**config.mk**
```make
export PLATFORM = sky130hd
export DESIGN_NAME = simd_window_sequencer
export DESIGN_NICKNAME = d
export VERILOG_FILES = /design/src/rtl/simd_window_sequencer.sv
export SDC_FILE = /design/constraint.sdc
export NUM_CORES = 1
export LEC_CHECK = 0
export ABC_AREA = 0
export CORE_ASPECT_RATIO = 0.75
export CORE_UTILIZATION = 58
export CTS_CLUSTER_SIZE = 14
export DETAILED_ROUTE_END_ITERATION = 16
export PLACE_DENSITY = 0.87
export SYNTH_ARGS = -nofsm -noshare
export SYNTH_HDL_FRONTEND = slang
export SYNTH_SLANG_ARGS = --single-unit
```
**constraint.sdc**
```tcl
create_clock -name clk -period 7.3 [get_ports clk]
set_input_delay 1.095 -clock clk [delete_from_list [all_inputs] [get_ports clk]]
set_output_delay 1.095 -clock clk [all_outputs]
set_load 0.02 [all_outputs]
```
**src/rtl/simd_window_sequencer.sv**
```systemverilog
// Frame sequencer for the bilinear downscaler: walks the source image in
// 4-lane chunks, requests a 5-pixel window from rows y and y+1, strobes the
// SIMD register-file load, launches the SIMD core and waits for it to finish.
//
// Handshakes: o_rd_req is held with stable addresses until i_rd_ack is seen
// high on a rising edge; i_rd_valid is consumed only in WAIT_MEM, where it
// raises o_load_enable combinationally in the same cycle; i_simd_done is
// consumed only in COMPUTE. i_abort overrides every other input.
module simd_window_sequencer #(
  parameter int ADDR_W = 16,
  parameter int DIM_W  = 12
) (
  input  logic              clk,
  input  logic              rst_n,
  input  logic              i_start,
  input  logic              i_abort,
  input  logic [ADDR_W-1:0] i_base_addr,
  input  logic [DIM_W-1:0]  i_img_width,
  input  logic [DIM_W-1:0]  i_img_height,
  output logic              o_rd_req,
  output logic [ADDR_W-1:0] o_rd_addr0,
  output logic [ADDR_W-1:0] o_rd_addr1,
  input  logic              i_rd_ack,
  input  logic              i_rd_valid,
  output logic              o_load_enable,
  output logic              o_simd_start,
  input  logic              i_simd_done,
  output logic [DIM_W-1:0]  o_x,
  output logic [DIM_W-1:0]  o_y,
  output logic              o_busy,
  output logic              o_done,
  output logic              o_err,
  output logic [2:0]        o_dbg_state
);

  localparam logic [2:0] S_IDLE     = 3'd0;
  localparam logic [2:0] S_REQ      = 3'd1;
  localparam logic [2:0] S_WAIT_MEM = 3'd2;
  localparam logic [2:0] S_LOAD     = 3'd3;
  localparam logic [2:0] S_COMPUTE  = 3'd4;
  localparam logic [2:0] S_DONE     = 3'd5;

  logic [2:0]        r_state;
  logic [DIM_W-1:0]  r_width;
  logic [DIM_W-1:0]  r_height;
  logic [DIM_W-1:0]  r_x;
  logic [DIM_W-1:0]  r_y;
  logic [ADDR_W-1:0] r_row_base;
  logic              r_err;

  logic              w_size_ok;
  logic              w_more_x;
  logic              w_more_y;
  logic [ADDR_W-1:0] w_addr0;
  logic [ADDR_W-1:0] w_addr1;

  // One extra bit keeps x+8 / y+2 from wrapping near the top of the range.
  assign w_size_ok = (i_img_width >= DIM_W'(5)) && (i_img_height >= DIM_W'(2));
  assign w_more_x  = ({1'b0, r_x} + (DIM_W+1)'(8)) <= ({1'b0, r_width} - (DIM_W+1)'(1));
  assign w_more_y  = ({1'b0, r_y} + (DIM_W+1)'(2)) <= ({1'b0, r_height} - (DIM_W+1)'(1));

  // Row base is accumulated by W per row pair, so no multiplier is needed;
  // both sums wrap modulo 2^ADDR_W.
  assign w_addr0 = r_row_base + ADDR_W'(r_x);
  assign w_addr1 = w_addr0 + ADDR_W'(r_width);

  // Frame/chunk FSM with abort override and coordinate bookkeeping.
  always_ff @(posedge clk) begin
    if (!rst_n) begin
      r_state    <= S_IDLE;
      r_width    <= '0;
      r_height   <= '0;
      r_x        <= '0;
      r_y        <= '0;
      r_row_base <= '0;
      r_err      <= 1'b0;
    end else begin
      r_err <= 1'b0;
      if (i_abort) begin
        r_state    <= S_IDLE;
        r_x        <= '0;
        r_y        <= '0;
        r_row_base <= '0;
      end else begin
        case (r_state)
          S_IDLE: begin
            if (i_start) begin
              if (w_size_ok) begin
                r_width    <= i_img_width;
                r_height   <= i_img_height;
                r_row_base <= i_base_addr;
                r_x        <= '0;
                r_y        <= '0;
                r_state    <= S_REQ;
              end else begin
                r_err <= 1'b1;
              end
            end
          end
          S_REQ: begin
            if (i_rd_ack) r_state <= S_WAIT_MEM;
          end
          S_WAIT_MEM: begin
            if (i_rd_valid) r_state <= S_LOAD;
          end
          S_LOAD: begin
            r_state <= S_COMPUTE;
          end
          S_COMPUTE: begin
            if (i_simd_done) begin
              if (w_more_x) begin
                r_x     <= r_x + DIM_W'(4);
                r_state <= S_REQ;
              end else if (w_more_y) begin
                r_x        <= '0;
                r_y        <= r_y + DIM_W'(1);
                r_row_base <= r_row_base + ADDR_W'(r_width);
                r_state    <= S_REQ;
              end else begin
                r_state <= S_DONE;
              end
            end
          end
          S_DONE: begin
            r_state <= S_IDLE;
          end
          default: begin
            r_state <= S_IDLE;
          end
        endcase
      end
    end
  end

  // Moore-style strobes decoded from state; load enable is the one Mealy output.
  assign o_rd_req      = (r_state == S_REQ);
  assign o_rd_addr0    = (r_state == S_REQ) ? w_addr0 : '0;
  assign o_rd_addr1    = (r_state == S_REQ) ? w_addr1 : '0;
  assign o_load_enable = (r_state == S_WAIT_MEM) && i_rd_valid && !i_abort;
  assign o_simd_start  = (r_state == S_LOAD);
  assign o_busy        = (r_state != S_IDLE);
  assign o_done        = (r_state == S_DONE);
  assign o_err         = r_err;
  assign o_x           = r_x;
  assign o_y           = r_y;
  assign o_dbg_state   = r_state;

endmodule

```
; ---- Word level (Yosys, flattened, before mapping)
; Index checks and enable logic that the tools add are counted.
[classes]
n_addsub = 9
n_mul = 0
div_mod_pow = 0
n_lt_le_gt_ge = 4
n_eq_ne = 13
n_shift = 0
n_mux = 27
bitwise = 4
reduce_logical = 13
[op_table]
columns = op, n
row1 = 16-bit two-way mux, 7
row2 = 12-bit two-way mux, 8
row3 = 16-bit by 12-bit adder with 16-bit output, 3
row4 = 12-bit one-hot mux with 2 select lines, 2
row5 = 16-bit one-hot mux with 2 select lines, 1
row6 = 13-bit <= comparator, 2
row7 = "12-bit by 1-bit subtractor with 13-bit output, second input constant", 2
row8 = 3-bit two-way mux, 7
row9 = 3-bit one-hot mux with 5 select lines, 1
row10 = "12-bit by 2-bit adder with 13-bit output, second input constant", 1
row11 = "12-bit by 4-bit adder with 13-bit output, second input constant", 1
row12 = "12-bit by 1-bit adder with 12-bit output, second input constant", 1
row13 = "12-bit by 3-bit adder with 12-bit output, second input constant", 1
row14 = "12-bit by 2-bit >= comparator with 1-bit output, second input constant", 1
row15 = "12-bit by 3-bit >= comparator with 1-bit output, second input constant", 1
row16 = "2-bit != test, second input constant", 6
row17 = 5-bit AND reduction, 2
row18 = "3-bit by 2-bit == test with 1-bit output, second input constant", 2
row19 = "3-bit == test, second input constant", 2
row20 = 6-bit AND reduction, 1
row21 = 1-bit inverter, 4
row22 = 4-bit AND reduction, 1
row23 = 4-bit OR reduction, 1
row24 = "3-bit by 1-bit == test with 1-bit output, second input constant", 1
row25 = other kinds (9), 11
[totals]
ff_bits = 68
latchBits = 0
mem_bits_rw = 0
mem_bits_ro = 0
output_inout_bits = 65
elab_cells = 77
memories = 0

; ---- Longest topological paths before layout
; Gate-level depths: netlist of the first run.
[logic_depth]
word_depth = 6
ltp_mapped = 16
depth_no_buf = 15

; ---- Worst setup path after synthesis of the first run
; OpenSTA, ideal clock, no wires.
[synth_path]
kind = register -> output
from = register r_x[3], in the netlist o_x[3]
to = output o_rd_addr1[15]
arrival_ns = 3.578
required_time_ns = 6.205
setup_slack_ns = 2.627
path_stages_with_launch = 15
cell_sequence = dfxtp_1 -> ha_1 -> a211o_1 -> a21oi_1 -> nor2b_1 -> nor2_1 -> o21bai_1 -> xor2_1 -> ha_1 -> a21o_1 -> a21oi_1 -> o21ai_0 -> a311oi_1 -> nor4_1 -> nor3_1
[synth_between]
elab_chain_len = 3
[synth_lines]
columns = element, line_no
row1 = from (decl), 46  ; logic [DIM_W-1:0] r_x;
row2 = from (signal assigned), 112  ; r_x <= r_x + DIM_W'(4);
row3 = 16-bit by 12-bit adder with 16-bit output, 64  ; assign w_addr0 = r_row_base + ADDR_W'(r_x);
row4 = 16-bit by 12-bit adder with 16-bit output, 65  ; assign w_addr1 = w_addr0 + ADDR_W'(r_width);
row5 = 16-bit two-way mux, 138  ; assign o_rd_addr1 = (r_state == S_REQ) ? w_addr1 : '0;
row6 = to (decl), 22  ; output logic [ADDR_W-1:0] o_rd_addr1,
; Every way passes these cells.

; ---- Final worst setup path of the first run
; Same ends and word-level chain as after synthesis.

==> impl_metrics.py, run 1 <==
metrics = {
    "power_and_ir_drop": {
        "power_uw": 1090,
        "p_per_area_nw_per_um2": 147,
        "ir_drop_uv": 156,
        "total_leakage_power_uw": 0.00313,
    },
    "yosys": {
        "yosysMostFrequentCell": "dfxtp_1",
        "synth_warnings": 0,
        "async_reset_ff_share_pct": 0,
        "yosys.area.top_type": "dfxtp_1",
        "synth_edf_count": 0,
        "synth_top_flop_cell": "dfxtp_1",
        "synthCells": 759,
        "synth_top_cell_area_share_pct": 22.1,
        "netlist_area_um2": 5980,
        "ys_types": 62,
        "yosysSeqAreaShare_pct": 22.1,
        "synth_common_cells": "dfxtp_1, ha_1, a21oi_1",
        "synth_area_per_cell_um2": 7.88,
        "ys_seq_elements": 66,
        "synthTopCellsByArea": "dfxtp_1, ha_1, xnor2_1",
    },
    "floorplan": {
        "coreArea_um2": 9850,
        "start_util_pct": 60.7,
        "die_h_um": 90.0,
        "ios": 112,
        "dieArea_um2": 10700,
        "dieWidth_um": 119,
        "rows": 31,
    },
    "critical_path": {
        "cpPeakStageDelay_ps": 640,
        "arrival_ps": 4660,
        "crit_end": "o_rd_addr1[15]",
        "crit_chain": "ha_1 > a211o_1 > a21oi_1 > nor2b_1 > nor2_1 > o21bai_1 > xor2_1 > ha_1 > a21o_1 > a21oi_1 > o21ai_0 > a311oi_1 > nor4_1 > nor3_1 > clkdlybuf4s50_1",
        "crit_type": "flop to output pin",
        "worst_r2r_path_depth": 14,
        "crit_required_ps": 6200,
        "r2r_end": "o_y[11]",
        "cp_max_fo": 7,
        "startpoint": "o_x[3]",
        "rrSetupSlack_ps": 2900,
        "crit_path_end_kind": "output pin",
        "crit_path_start_kind": "flop",
        "r2r_start": "r_width[2]",
        "slowest_stage": "clkdlybuf4s50_1",
    },
    "clocking": {
        "clock_sinks": 66,
        "cts_buffers": 9,
        "cts-root-buf": "clkbuf_16",
        "cts_tree": "done",
        "clk_latency_ps": 340,
        "postCtsSetupRepairBufs": 0,
        "max-clock-path-buffers": 2,
        "hold_buffers": 0,
        "cts_resized": 0,
        "path_clk_slew_ps": 60,
        "cts_max_level": 3,
    },
    "timing": {
        "slew-limit-headroom_pct": 35.8,
        "period_share_pct": 78.8,
        "final.setup_skew_ps": 7.42,
        "rsz0062_at_grt": "false",
        "worst_pin_slew_ps": 963,
        "setup-tns-final_ps": 0,
        "fmax_mhz": 174,
        "setup_viol_count_final": 0,
        "drv_slew": 0,
        "finalCriticalPeriod_ps": 5750,
        "hold_viol_final": 0,
    },
    "status": {
        "status": "complete, no violations",
    },
    "cells_and_area": {
        "fin_area_um2": 7410,
        "syn_to_final_growth_pct": 23.9,
        "diodes": 0,
        "drive_gt1_share_pct": 2.70,
        "instances_no_fill": 984,
        "final_util_pct": 75.2,
        "nets": 960,
    },
    "routing": {
        "drt_iter0_markers": 549,
        "routedWlPerCell_um": 18.3,
        "vias": 6202,
        "drt-total-wl_um": 18000,
        "drc": 0,
        "ant_nets": 0,
        "via_per_inst": 6.30,
        "first_pass_iters": 5,
    },
    "grt": {
        "grt_pass1_wl_um": 28900,
        "antenna_found_initial": 0,
        "grt_usage_pct": 33.9,
        "first_global_vias": 5837,
        "overflow": 0,
        "grt_max_degree": 49,
    },
    "placed_design": {
        "port_buffers": 109,
        "finalWeightedCongestion": 0.913,
        "dpl.hpwl_um": 13700,
        "placed_area_um2": 7110,
        "place_inst": 969,
    },
    "min_path": {
        "hp-class": "flop to flop",
    },
    "run": {
        "cap_violations": 0,
    },
}
[flip-flops by register name, indices dropped and copies added (netlist names)]
register and cells:
o_dbg_state 3, r_row_base 16, r_height 12, r_width 12, o_x 10, o_y 12, o_err 1
[worst max-delay path: cells and delay by family (launching register included)]
kind                     cells  cell delay [ps]
adder cells (fa/ha/maj)      2              610
XOR/XNOR                     1              210
AND/OR/NAND/NOR              4              580
flip-flops                   1              460
buffers and inverters        1              640
AO/OA/AOI/OAI                7             1810
[placed cells by master (no fill, tap or decap), types with 4 or more instances in the layout]
cell type	Yosys	routed
clkdlybuf4s50_1	0	109
dfxtp_1	66	66
ha_1	63	63
a21oi_1	61	61
nor2_1	59	59
nand2_1	53	53
xnor2_1	44	44
nor2b_1	33	33
xor2_1	28	28
mux2i_1	27	27
nor3_1	24	24
inv_1	23	23
nand3_1	22	22
and2_1	20	20
nand4_1	17	17
o21ai_0	15	15
o21ai_1	15	15
a21o_1	14	14
a211oi_1	13	13
and3_1	11	11
nor4_1	10	10
or3_1	9	9
clkbuf_16	0	9
nand2b_1	8	8
nand3b_1	7	7
or4_1	6	6
nor3b_1	6	6
o211ai_1	6	6
o31ai_1	6	6
o21a_1	5	5
o21bai_1	5	5
o31a_1	4	4
[power by group]
part / total [uW] / switching (uW) / internal (uW)
Clock: 446 / 165 / 281
Sequential: 395 / 22.6 / 372
Combinational: 247 / 133 / 114
[worst min-delay path by stage]
stage	end	cells after the start	slack [ps]	startpoint
after floorplan	r_row_base[0]	2	440	r_row_base[0]
after detailed placement	r_row_base[15]	2	490	r_row_base[15]
after global placement	r_row_base[15]	2	480	r_row_base[15]
after global routing	r_row_base[15]	2	520	r_row_base[15]
final	r_row_base[15]	2	500	r_row_base[15]
after CTS	r_row_base[15]	2	500	r_row_base[15]
[cells by family after synthesis]
logic type	after synthesis	synth area share (%)
xor gates and xnor gates	72	10.5
muxes	27	4.52
AOI/OAI and AO/OA	180	19.7
buffers and inverters	57	3.95
adders and majority gates	65	13.8
DFF	66	22.1
and+or+nand+nor	291	25.3
other	1	0.0627
[final cells by class]
| class | count | area [um^2] |
|---|---|---|
| repair buffers | 111 | 1110 |
| clock buffers | 11 | 253 |
| fillers | 746 | 2440 |
| well taps | 132 | 165 |
| clock inverters | 4 | 51.3 |
| multi-input cells | 637 | 4430 |
| flip-flops and latches | 66 | 1320 |
| inverters | 23 | 86.3 |
[per-stage QoR]
stage	worst slack, ps	hold WS, ps
2_1_floorplan	2630	444
3_3_place_gp	2150	477
3_5_place_dp	1980	491
4_1_cts	1590	498
5_1_grt	1220	516
6_report	1550	497
[per-layer routing]
layer / part of all wire (%) / wire [um] / GRT usage [%]
met1: 44 / 7880 / 44.4
met2: 45 / 8170 / 54.3
met3: 7.9 / 1420 / 7.30
met4: 2.7 / 493 / 12.7
met5: 0 / 0 / 0
(Power assumes the default switching activity.)
==> run 2: changes to the inputs <==
--- a/config.mk
+++ b/config.mk
@@ -7,10 +7,10 @@
 export LEC_CHECK = 0
 export ABC_AREA = 0
 export CORE_ASPECT_RATIO = 0.75
-export CORE_UTILIZATION = 58
+export CORE_UTILIZATION = 49
 export CTS_CLUSTER_SIZE = 14
 export DETAILED_ROUTE_END_ITERATION = 16
-export PLACE_DENSITY = 0.87
+export PLACE_DENSITY = 0.79
 export SYNTH_ARGS = -nofsm -noshare
 export SYNTH_HDL_FRONTEND = slang
 export SYNTH_SLANG_ARGS = --single-unit
==> constraint.sdc (replaced) <==
create_clock -name clk -period 5.2 [get_ports clk]
set_input_delay 0.78 -clock clk [delete_from_list [all_inputs] [get_ports clk]]
set_output_delay 0.78 -clock clk [all_outputs]
set_load 0.02 [all_outputs]
==> run 2 against run 1 <==
Cell area rose by 2.2%. Largest power group unchanged. Global-route usage fell by 4.8 points. Combinational power is 43% higher. Register-to-register slack worse by 2200 ps. Sequential share of layout area fell by 0.38 points. Count of clock-buffer cells in the layout rose by 1.
==> impl_metrics.py, run 2 (synthesized netlist as in run 1, its figures left out) <==
metrics = {
    "timing": {
        "worst_pin_slew_ps": 1060,
        "hold_viol_final": 0,
        "drv_slew": 0,
        "fmax_mhz": 202,
        "setup_viol_count_final": 0,
        "slew-limit-headroom_pct": 29.0,
        "finalCriticalPeriod_ps": 4950,
        "setup-tns-final_ps": 0,
        "period_share_pct": 95.3,
        "holdWs_ps": 471,
        "final.setup_skew_ps": 6.83,
    },
    "cells_and_area": {
        "largest_reg_flops": 16,
        "fillers": 988,
        "final_common_cell": "clkdlybuf4s50_1",
        "syn_to_final_growth_pct": 26.6,
        "final_cell_mix": "clkdlybuf4s50_1, dfxtp_1, ha_1",
        "drive_gt1_share_pct": 4.29,
        "final_util_pct": 64.5,
        "nets": 970,
        "diodes": 0,
        "largest-register": "r_row_base",
    },
    "routing": {
        "drt_iter0_markers": 480,
        "ant_nets": 0,
        "vias": 6074,
        "drc": 0,
        "via_per_inst": 5.93,
        "routedWlPerCell_um": 17.6,
        "first_pass_iters": 5,
        "drt-total-wl_um": 18100,
    },
    "placed_design": {
        "port_buffers": 109,
        "dpl.hpwl_um": 13800,
        "finalWeightedCongestion": 0.983,
    },
    "clocking": {
        "max-clock-path-buffers": 2,
        "path_clk_slew_ps": 60,
        "cts_max_level": 3,
        "clk_latency_ps": 340,
        "cts_tree": "done",
        "cts-root-buf": "clkbuf_16",
        "hold_buffers": 0,
        "clock_sinks": 66,
        "cts_buffers": 9,
    },
    "grt": {
        "first_global_vias": 5799,
        "overflow": 0,
        "grt_max_degree": 38,
        "antenna_found_initial": 0,
        "grt_pass1_wl_um": 28800,
        "grt_usage_pct": 29.0,
    },
    "floorplan": {
        "coreArea_um2": 11700,
        "start_util_pct": 51.0,
        "dieWidth_um": 130,
        "ios": 112,
        "rows": 34,
        "dieArea_um2": 12700,
        "die_h_um": 97.7,
    },
    "critical_path": {
        "crit_family": "simple AND/OR/NAND/NOR gates",
        "path_buf_inv": 1,
        "arrival_ps": 4170,
        "startpoint": "o_x[6]",
        "crit_required_ps": 4420,
        "crit_path_start_kind": "flop",
        "cp_max_fo": 6,
        "crit_type": "flop to output pin",
        "rrSetupSlack_ps": 670,
        "crit_chain": "ha_1 > or4_1 > o21ai_0 > a21oi_1 > xor2_1 > ha_1 > and3_1 > nand2_1 > nand2_1 > a31o_1 > a221oi_2 > o21ai_1 > nand3_1 > clkdlybuf4s50_1",
        "slowest_stage": "clkdlybuf4s50_1",
        "r2r_start": "r_width[3]",
        "cpPeakStageDelay_ps": 600,
        "crit_path_end_kind": "output pin",
    },
    "power_and_ir_drop": {
        "ir_drop_uv": 164,
        "p_per_area_nw_per_um2": 209,
        "total_leakage_power_uw": 0.00321,
    },
    "min_path": {
        "min_from": "r_row_base[0]",
        "hp-class": "flop to flop",
    },
    "run": {
        "cap_violations": 0,
    },
    "status": {
        "status": "complete, no violations",
    },
}
==> run 2: cell types whose count changed in the layout (fill, tap and decap cells not counted), sizes merged <==
cell           before  now
clkbuf             11   12
dlymetal6s2s        0    1
bufinv              1    2
clkdlybuf4s50     109  108
buf                 2   12
clkinvlp            1    0
==> run 2: where the power goes <==
part | internal [uW] | total [uW] | switching [uW]
sequential | 523 | 551 | 27.8
combinational | 162 | 353 | 191
clock | 446 | 682 | 236
total | 1130 | 1590 | 455
==> run 2: worst reg2reg max path, cell delays in order (launching register included) <==
cell      delay, ps
dfxtp_1         410
or4_1           630
nor4_1          510
nor3b_1         320
nand2_1         100
xor2_1          150
ha_1            310
nand4_1         150
inv_1           100
a21oi_1         110
a311oi_4        530
o211ai_1        160
buf_4           260
buf_4           250
a211oi_1        290
nor3_1           80
==> run 2: stage by stage <==
stage | total power [uW] | worst slack (ps) | instance area [um^2] | cells
2_1_floorplan | 792 | 842 | 5990 | 760
3_3_place_gp | 890 | 423 | 7210 | 1007
3_5_place_dp | 906 | 369 | 7210 | 1007
4_1_cts | 1580 | 0.119 | 7540 | 1023
5_1_grt | 1650 | -2.98 | 7570 | 1025
6_report | 1590 | 245 | 7570 | 1025
==> run 2: timing repair <==
item | CTS | global route
setup endpoints to repair | 0 | 4
hold endpoints to repair | 0 | 0
setup buffers | 0 | 2
resized for setup | 0 | 5
==> run 2: layer usage <==
metal	GRT usage, %	vias to the layer above	share of wire (%)
met2	44.5	255	44
met1	40.0	2837	47
met5	0	-	0
met4	8.14	0	1.9
li1	-	2949	-
met3	7.49	33	7.5
==> run 2: layout make-up <==
type                    count  area, um^2  area share, %
flip-flops and latches     66        1320           17.4
multi-input cells         637        4450           58.8
repair buffers            121        1180           15.6
clock inverters             4        73.8          0.975
well taps                 162         203           2.68
clock buffers              12         256           3.39
inverters                  23        86.3           1.14
==> run 2: final timing paths <==
kind,cells after the start,endpoint
min,2,r_row_base[0]
max,14,o_rd_addr1[14]
max reg2reg,15,r_row_base[5]
min reg2reg,2,r_row_base[0]
